### config.mk
export PLATFORM = sky130hd
export DESIGN_NAME = wrapper_seq_ctrl
export DESIGN_NICKNAME = d
export VERILOG_FILES = /design/src/rtl/wrapper_seq_ctrl.sv
export SDC_FILE = /design/constraint.sdc
export NUM_CORES = 1
export LEC_CHECK = 0
export CORE_ASPECT_RATIO = 2
export CORE_MARGIN = 3
export CORE_UTILIZATION = 35
export DETAILED_ROUTE_END_ITERATION = 10
export GPL_TIMING_DRIVEN = 0
export HOLD_SLACK_MARGIN = 0.02
export MAX_ROUTING_LAYER = met4
export PLACE_DENSITY = 0.67
export SYNTH_ARGS = -nofsm -noshare
export SYNTH_HDL_FRONTEND = slang
export SYNTH_SLANG_ARGS = --single-unit
### constraint.sdc
create_clock -name clk -period 5.31 [get_ports clk]
set_clock_uncertainty 0.2 [all_clocks]
set_input_delay 1.593 -clock clk [delete_from_list [all_inputs] [get_ports clk]]
set_output_delay 1.593 -clock clk [all_outputs]
set_load 0.05 [all_outputs]
### src/rtl/wrapper_seq_ctrl.sv
// wrapper_seq_ctrl: job sequencer around an engine and a result FIFO.
// Runs the engine ITEMS times per job (waiting for FIFO space before each
// start), then lets the user drain the FIFO one read per switch press.
// Ports:
//   clk, rst            - clock, synchronous active-high reset
//   start, abort        - job request level, job cancel
//   eng_done            - engine completion
//   fifo_full/empty     - result FIFO status
//   read_sw             - user read switch (already synchronised)
//   eng_start, rd_req   - one-cycle engine start / FIFO read pulses
//   done, busy          - idle-and-ready, job in progress
//   err_timeout         - sticky engine-timeout flag
//   item_idx, ps        - current run index, current state code
module wrapper_seq_ctrl #(
  parameter int unsigned CNT_W   = 4,
  parameter int unsigned ITEMS   = 10,
  parameter int unsigned TO_W    = 8,
  parameter int unsigned TIMEOUT = 200
) (
  input  logic             clk,
  input  logic             rst,
  input  logic             start,
  input  logic             abort,
  input  logic             eng_done,
  input  logic             fifo_full,
  input  logic             fifo_empty,
  input  logic             read_sw,
  output logic             eng_start,
  output logic             rd_req,
  output logic             done,
  output logic             busy,
  output logic             err_timeout,
  output logic [CNT_W-1:0] item_idx,
  output logic [3:0]       ps
);

  localparam logic [CNT_W-1:0] IDX_LAST = CNT_W'(ITEMS - 1);
  localparam logic [TO_W-1:0]  TO_LAST  = TO_W'((TIMEOUT == 0) ? 0 : TIMEOUT - 1);
  localparam logic [TO_W-1:0]  TO_MAX   = '1;

  typedef enum logic [3:0] {
    S_IDLE       = 4'd0,
    S_INIT       = 4'd1,
    S_WAIT_SPACE = 4'd2,
    S_ISSUE      = 4'd3,
    S_WAIT_COMP  = 4'd4,
    S_WRITE      = 4'd5,
    S_DRAIN      = 4'd6,
    S_READ_REQ   = 4'd7,
    S_WAIT_REL   = 4'd8,
    S_ERROR      = 4'd9
  } state_e;

  state_e           ps_q, ps_d;
  logic [CNT_W-1:0] item_idx_q, item_idx_d;
  logic [TO_W-1:0]  timer_q, timer_d;
  logic             err_timeout_q, err_timeout_d;
  logic             eng_start_q, rd_req_q, done_q, busy_q;

  // Next-state and datapath update
  always_comb begin
    ps_d          = ps_q;
    item_idx_d    = item_idx_q;
    timer_d       = timer_q;
    err_timeout_d = err_timeout_q;
    case (ps_q)
      S_IDLE: if (start) ps_d = S_INIT;
      S_INIT: begin
        item_idx_d    = '0;
        timer_d       = '0;
        err_timeout_d = 1'b0;
        if (!start) ps_d = S_WAIT_SPACE;
      end
      S_WAIT_SPACE: if (!fifo_full) ps_d = S_ISSUE;
      S_ISSUE: begin
        timer_d = '0;
        ps_d    = S_WAIT_COMP;
      end
      S_WAIT_COMP: begin
        // completion wins over a timeout landing in the same cycle
        if (eng_done) begin
          ps_d = S_WRITE;
        end else begin
          if (timer_q != TO_MAX) timer_d = timer_q + TO_W'(1);
          if ((TIMEOUT != 0) && (timer_q == TO_LAST)) begin
            ps_d          = S_ERROR;
            err_timeout_d = 1'b1;
          end
        end
      end
      S_WRITE: begin
        if (item_idx_q == IDX_LAST) begin
          ps_d = S_DRAIN;
        end else begin
          item_idx_d = item_idx_q + CNT_W'(1);
          ps_d       = S_WAIT_SPACE;
        end
      end
      S_DRAIN: begin
        if (fifo_empty)   ps_d = S_IDLE;
        else if (read_sw) ps_d = S_READ_REQ;
      end
      S_READ_REQ: ps_d = S_WAIT_REL;
      S_WAIT_REL: if (!read_sw) ps_d = S_DRAIN;
      S_ERROR:    if (start) ps_d = S_INIT;
      default:    ps_d = S_IDLE;
    endcase
    // abort overrides everything but leaves the counters untouched
    if (abort && (ps_q != S_IDLE)) begin
      ps_d          = S_IDLE;
      item_idx_d    = item_idx_q;
      timer_d       = timer_q;
      err_timeout_d = err_timeout_q;
    end
  end

  // State register; Moore outputs are decoded from the next state so the
  // registered outputs line up with ps.
  always_ff @(posedge clk) begin
    if (rst) begin
      ps_q          <= S_IDLE;
      item_idx_q    <= '0;
      timer_q       <= '0;
      err_timeout_q <= 1'b0;
      eng_start_q   <= 1'b0;
      rd_req_q      <= 1'b0;
      done_q        <= 1'b1;
      busy_q        <= 1'b0;
    end else begin
      ps_q          <= ps_d;
      item_idx_q    <= item_idx_d;
      timer_q       <= timer_d;
      err_timeout_q <= err_timeout_d;
      eng_start_q   <= (ps_d == S_ISSUE);
      rd_req_q      <= (ps_d == S_READ_REQ);
      done_q        <= (ps_d == S_IDLE);
      busy_q        <= (ps_d != S_IDLE) && (ps_d != S_ERROR);
    end
  end

  assign eng_start   = eng_start_q;
  assign rd_req      = rd_req_q;
  assign done        = done_q;
  assign busy        = busy_q;
  assign err_timeout = err_timeout_q;
  assign item_idx    = item_idx_q;
  assign ps          = ps_q;

endmodule

Word level (Yosys, flattened, before mapping) --
Cells that the tools add are included.
Storage, ports and cells: register bits after elaboration 21, latch bits 0, RAM bits 0, ROM bits 0, output and inout port bits 13, word-level logic and storage cells 63, memories kept 0
Cells by class: $add $sub $neg 2, multipliers 0, divide/modulo/power cells 0, $lt $le $gt $ge 0, equality and inequality tests 19, shifts and indexed selects 0, multiplexer cells 19, bitwise gates (word level) 1, reduce and logical (&&, ||, !) cells 14
Operators by type and width (count):
- 4-bit two-way mux | 10
- 4-bit one-hot mux with 9 select lines | 1
- 4-bit by 3-bit == test with 1-bit output, second input constant | 5
- 8-bit two-way mux | 2
- 8-bit one-hot mux with 2 select lines | 1
- 4-bit by 2-bit == test with 1-bit output, second input constant | 3
- 4-bit == test, second input constant | 3
- 8-bit by 1-bit adder with 8-bit output, second input constant | 1
- 8-bit == test, second input constant | 1
- 4-bit zero test | 2
- 2-bit != test, second input constant | 4
- 8-bit != test, second input constant | 1
- 4-bit one-hot mux with 2 select lines | 1
- 4-bit AND reduction | 2
- 4-bit nonzero test | 2
- 2-bit nonzero test | 3
- 4-bit by 1-bit adder with 4-bit output, second input constant | 1
- 4-bit by 1-bit == test with 1-bit output, second input constant | 1
- 4-bit != test, second input constant | 1
- 2-bit OR reduction | 2
- 3-bit two-way mux | 1
- 3-bit AND reduction | 1
- 1-bit logical AND | 2
- 1-bit two-way mux | 2
- other kinds (2) | 2

Depth between registers and ports, before layout --
Gate-level depths: netlist of the first run.
depth in word-level cells 7, mapped depth 7, gate-level depth less buffers 7

Worst setup path after synthesis of the first run --
OpenSTA, ideal clock, no wires.
path kind input -> register, start point input port start, end point register busy_q, in the netlist busy, data arrival time 2.594 ns, path slack 2.383 ns, cell stages on the path 5, path buffers 0, cell sequence or4b_2 -> o21ai_0 -> a211oi_1 -> xnor2_1 -> a21oi_1
On the way: word-level cells in the longest chain between the ends 5
RTL lines:
- start, declared | line 22 | input logic start,
- 4-bit two-way mux (on tied branches) | line 67, 105, 72
- 4-bit one-hot mux with 9 select lines (*) | line 66 | case (ps_q)
- 4-bit two-way mux (*) | line 109 | if (abort && (ps_q != S_IDLE)) begin
- 4-bit != test or 4-bit nonzero test (tied branches) | line 137 | busy_q <= (ps_d != S_IDLE) && (ps_d != S_ERROR);
- 1-bit logical AND (*) | line 137
- end signal, assigned | line 137
- end, declared | line 58 | logic eng_start_q, rd_req_q, done_q, busy_q;
Mark *: on every way between the ends. The rest lies on a longest branch, timed or not. A chain may end at the register's enable or synchronous reset.

Worst setup path in the final report of the first run --
start point register ps_q[0], in the netlist ps[0], end point output port ps[0]
RTL lines:
- start, declared | line 54 | state_e ps_q, ps_d;
- start signal, assigned | line 130 | ps_q <= ps_d;
- end, declared | line 34 | output logic [3:0] ps
No word-level cell between the ends.

==> flow_summary.yaml, run 1 <==
outcome:
  status: "finished, final reports clean"
sta:
  report.final.slew_viol_count: 0
  min_period_over_period_pct: 64.7
  setup_violations: 0
  fin_crit_ps: 3440
  tns_ps: 0
  rsz0062_at_grt: "false"
  fin_ws_ps: 1870
  hold_viol: 0
  fmax_ghz: 0.291
  worst_pin_slew_ps: 880
  relSlewSlack_pct: 40.5
logic_synthesis:
  synth-seq-cells: 21
  synth_edf_count: 0
  synth_top_area_share_pct: 34.8
  ys_types: 47
  yosys_warnings: 0
  synth.avg_cell_area_um2: 8.75
  ys_seq_area_share_pct: 34.8
  yosys-top-cells-area: "dfxtp_1, nor2_1, xnor2_1"
  synthFlopType: "dfxtp_1"
  async_flop_share_pct: 0
  syn_area_um2: 1210
  yosys.area.top_type: "dfxtp_1"
  synth_nets: 149
  syn_inst: 138
hold_path:
  worstHoldPathType: "flop to flop"
cts:
  cts_tree: "built"
  insertion_delay_ps: 260
  hold_buffers: 0
  cts_setup_buffers: 0
  cts.clk_slew.worst_paths_ps: 80
  cts.sinks: 21
  cts.htree.levels: 1
  numCtsBuffers: 3
  clock_path_buffers: 2
  ctsResizeCount: 0
  cts_root_buf: "clkbuf_8"
final_layout:
  drive_above_1_share_pct: 11.2
  multi_input_area_um2: 727
  stdcell_count: 192
  seqCellArea_um2: 420
  final_util_pct: 45.9
  antenna_cells: 0
  layout_common_cells: "nor2_1, dfxtp_1, clkdlybuf4s50_1"
  area_delta_synth_final_pct: 22.7
  nNetsFinal: 173
  nFillCells: 315
power:
  p_per_area_nw_per_um2: 224
  p_leak_nw: 0.502
  ir_drop_v: 0.000187
place:
  io_buffers: 19
  dp.cells: 188
  gp_congestion: 0.906
  preCtsSetupSlack_ps: 1710
  dp_hpwl_um: 2280
route:
  drt_iter0_drc: 33
  wl_per_cell_um: 15.0
  drc_errors: 0
  vias: 1092
  drtAntennaViolNets: 0
  wl_um: 2880
  routed_via_density: 5.69
  firstDrtPassIters: 4
floorplanning:
  rows: 29
  coreArea_um2: 3230
  initial_utilization_pct: 37.4
  die_w_um: 47.5
  die-area_um2: 4230
  ios: 21
  die_h_um: 89.1
worst_setup_path:
  cp_data_arrival_time_ps: 1640
  cp_cell_sequence: "clkdlybuf4s50_1"
  cp_max_fo: 9
  critPathKind: "flop to output pin"
  critPathTopFamily: "buffers and inverters"
  crit_buf_inv: 1
  cp_data_required_time_ps: 3520
  worstSetupEndpointType: "output pin"
  slowest_delay_ps: 870
  slowest_stage: "clkdlybuf4s50_1"
  startpoint_type: "flop"
global_route:
  grt_pass1_vias: 1106
  grt_pass1_wl_um: 4730
  grt_max_degree: 12
  grt_overflow: 0
  antenna_found_initial: 0
  grtUsageTotal_pct: 15.4
job:
  maxCapViolCount: 0
==> kinds of logic after synthesis <==
kind of cell             share of synthesized area [%]
AO/OA/AOI/OAI                                     16.2
AND/OR/NAND/NOR                                   34.2
multiplexers                                      1.66
XOR/XNOR                                          5.08
adder cells (fa/ha/maj)                           3.11
buffers and inverters                             4.97
flip-flops                                        34.8
==> area by class of cell <==
| cell class | instances | share of cell area, % |
|---|---|---|
| flip-flops and latches | 21 | 28.4 |
| clock buffers | 4 | 3.04 |
| inverters | 5 | 1.27 |
| well taps | 31 | 2.62 |
| multi-input cells | 106 | 49.1 |
| repair buffers | 19 | 12.8 |
| plain buffers | 6 | 2.79 |
==> sequential cells by signal (all words and copies together) (netlist names) <==
signal	flops
timer_q	8
done	1
item_idx	4
err_timeout	1
eng_start	1
ps	4
rd_req	1
busy	1
==> Yosys cell counts, drive strengths merged (3+ instances only) <==
master  number
inv          5
nor4         8
nand2        4
o21ai        8
nor4b        3
xnor2        7
nand3        4
nor3         3
nand3b       4
nor2        21
ha           3
a21oi        9
or4b         3
buf          5
dfxtp       21
==> stage by stage <==
stage	instance area, um^2	power [mW]	hold WS [ps]
3_5_place_dp	1440	0.230	292
3_3_place_gp	1440	0.229	275
6_report	1480	0.333	299
2_1_floorplan	1210	0.210	267
5_1_grt	1480	0.346	332
4_1_cts	1480	0.335	304
==> layer usage <==
metal | vias up | routed length (um) | part of all wire [%] | GRT usage (%)
met5 | - | 0 | 0 | -
met3 | 6 | 68 | 2.4 | 2.02
met1 | 514 | 1120 | 39 | 15.2
met4 | 0 | 56 | 1.9 | 6.13
li1 | 549 | - | - | -
met2 | 23 | 1630 | 57 | 28.2
==> worst paths after layout <==
path | start | end | slack, ps | depth (start not counted)
setup reg to reg | ps[1]$_SDFF_PP0_ | done$_SDFF_PP1_ | 3080 | 5
setup / recovery | ps[0]$_SDFF_PP0_ | ps[0] | 1870 | 1
hold reg to reg | err_timeout$_SDFFE_PP0P_ | err_timeout$_SDFFE_PP0P_ | 300 | 2
hold / removal | err_timeout$_SDFFE_PP0P_ | err_timeout$_SDFFE_PP0P_ | 300 | 2
==> worst min-delay path, stage by stage, from the launching register on <==
cell and delay [ps]:
dfxtp_1 320, o21ai_0 70, a21oi_1 60
==> report_power, final <==
group,leakage [nW],internal [mW],switching [mW]
Sequential,0.170,0.161,0.00381
Clock,0.0228,0.0534,0.0526
Combinational,0.309,0.0233,0.0380
Total,0.502,0.238,0.0945
(Power assumes the default switching activity.)
==> inputs of run 2 (changes only) <==
clock period = 3.45 ns   (was 5.31 ns; I/O delays follow)
==> results of run 2 <==
The final DEF is identical to that of run 1. Status: finished, final reports clean.
Main changes from that run: setup slack after placement 1710 ps -> 408 ps; setup slack after layout 1870 ps -> 571 ps; register-to-register setup slack 3080 ps -> 1220 ps; total power 0.333 mW -> 0.512 mW; worst IR drop on VDD 0.000187 V -> 0.000287 V
==> inputs of run 3 (changes only) <==
PLACE_DENSITY = 0.69   (was 0.67)
clock period = 2.48 ns   (was 3.45 ns; I/O delays follow)
==> run 3 against run 2 <==
- sequential power rose by 39%
- non-clock buffer count did not move
- critical path type is now primary input to flop
- final area rose by 1.8%
- largest power group unchanged
- critical path depth rose by 5
- final cell count did not move
- highest routed layer unchanged
- routed wire length fell by 0.97%
- via count rose by 3.0%
- worst setup slack got worse by 520 ps
- clock power rose by 39%
==> flow_summary.yaml, run 3 (same netlist as run 1, synthesis figures left out) <==
final_layout:
  antenna_cells: 0
  regMostFlops: "timer_q"
  largest_reg_flops: 8
  layout_common_cells: "nor2_1, dfxtp_1, clkdlybuf4s50_1"
  area_delta_synth_final_pct: 24.9
  seqCellArea_um2: 420
  final_util_pct: 46.7
  nNetsFinal: 173
  finish.instance_area_um2: 1510
  multi_input_area_um2: 749
  nFillCells: 308
  drive_above_1_share_pct: 13.7
worst_setup_path:
  startpoint_type: "primary input"
  regToRegSetupSlack_ps: 210
  timing.critical_path.from: "start"
  r2r_start: "ps[1]$_SDFF_PP0_"
  reg2reg_depth: 5
  r2r_end: "done$_SDFF_PP1_"
  cp_data_arrival_time_ps: 2360
  critPathKind: "primary input to flop"
  cp_max_fo: 3
  cp_data_required_time_ps: 2410
  worstSetupEndpointType: "flop"
  crit_end: "busy$_SDFF_PP0_"
floorplanning:
  coreArea_um2: 3230
  die-area_um2: 4230
  ios: 21
  rows: 29
  initial_utilization_pct: 37.4
  die_h_um: 89.1
  die_w_um: 47.5
cts:
  cts_setup_buffers: 0
  hold_buffers: 0
  insertion_delay_ps: 260
  clock_path_buffers: 2
  cts_root_buf: "clkbuf_8"
  cts_tree: "built"
  numCtsBuffers: 3
  cts.sinks: 21
  cts.htree.levels: 1
  cts.clk_slew.worst_paths_ps: 80
route:
  vias: 1125
  firstDrtPassIters: 4
  routed_via_density: 5.86
  drc_errors: 0
  wl_um: 2850
  drt_iter0_drc: 34
  drtAntennaViolNets: 0
  wl_per_cell_um: 14.9
place:
  dpl_cell_area_um2: 1440
  io_buffers: 19
  dp_hpwl_um: 2220
  gp_congestion: 0.952
sta:
  worst_pin_slew_ps: 914
  setup_violations: 0
  rsz0062_at_grt: "false"
  hold_viol: 0
  report.final.slew_viol_count: 0
  relSlewSlack_pct: 38.2
  fin_crit_ps: 2430
  min_period_over_period_pct: 98.1
  fmax_ghz: 0.411
power:
  p_leak_nw: 0.570
  power_switching_mw: 0.203
  switching_share_pct: 28.6
  ir_drop_v: 0.000410
  intPower_mw: 0.509
  pwr-share-seq_pct: 49.7
  p_per_area_nw_per_um2: 472
  combPwrFrac_pct: 18.4
  clkPwrFrac_pct: 31.9
global_route:
  grt_pass1_wl_um: 4740
  grt_max_degree: 12
  grt_pass1_vias: 1118
  grtUsageTotal_pct: 15.9
  grt_overflow: 0
  antenna_found_initial: 0
hold_path:
  worstHoldPathType: "flop to flop"
  min_from: "err_timeout$_SDFFE_PP0P_"
job:
  maxCapViolCount: 0
outcome:
  status: "finished, final reports clean"
==> run 3: changes by cell type in the layout (fill, tap and decap cells not counted), sizes merged <==
| cell | delta |
|---|---|
| dlygate4sd2 | +3 |
| clkdlybuf4s50 | -6 |
| dlymetal6s2s | +3 |
==> run 3: area by class of cell <==
type	count	share of cell area, %
Inverter	5	1.24
Buffer	6	2.74
Timing Repair Buffer	19	12.9
Tap cell	31	2.57
Sequential cell	21	27.9
Multi-Input combinational cell	106	49.7
Clock buffer	4	2.99
==> run 3: per-stage QoR <==
stage	total power [mW]	TNS, ps	setup WS (ps)	cells	hold slack (ps)
after floorplan	0.449	0	265	138	267
after detailed placement	0.493	-1870	-213	188	281
after global placement	0.491	-1780	-204	188	269
after CTS	0.718	0	24.2	192	292
after global routing	0.747	0	3.37	192	324
final	0.712	0	47.6	192	283
==> run 3: power by group through the flow <==
| stage | sequential (mW) | clock [mW] | combinational (mW) |
|---|---|---|---|
| after floorplan | 0.390 | 0 | 0.0593 |
| after global placement | 0.361 | 0 | 0.129 |
| after detailed placement | 0.362 | 0 | 0.131 |
| after CTS | 0.354 | 0.234 | 0.130 |
| after global routing | 0.355 | 0.252 | 0.140 |
| final | 0.354 | 0.227 | 0.131 |
==> run 3: layer usage <==
layer | part of all wire [%] | vias to the layer above | global-route usage [%]
met2 | 55 | 23 | 27.0
met5 | 0 | - | -
li1 | - | 553 | -
met1 | 39 | 539 | 16.1
met3 | 2.1 | 10 | 3.02
met4 | 3.7 | 0 | 8.82
==> run 3: repair_timing <==
item	in CTS	in global routing
gates resized for setup	3	7
hold endpoints to repair	0	0
endpoints found under the setup margin	3	7
pin swaps	0	0
==> run 3: worst min-delay path by stage <==
stage	to	slack (ps)	cells past startpoint
floorplan	timer_q[1]$_SDFFE_PP0P_	270	2
global placement	err_timeout$_SDFFE_PP0P_	270	2
detailed placement	err_timeout$_SDFFE_PP0P_	280	2
CTS	err_timeout$_SDFFE_PP0P_	290	2
global route	timer_q[1]$_SDFFE_PP0P_	320	2
finish	err_timeout$_SDFFE_PP0P_	280	2
==> run 3: worst max-delay path, stage by stage <==
cell and delay [ps]:
clkdlybuf4s50_1 450, or4b_2 640, o21ai_0 110, a211oi_1 160, xnor2_1 170, a21oi_1 80
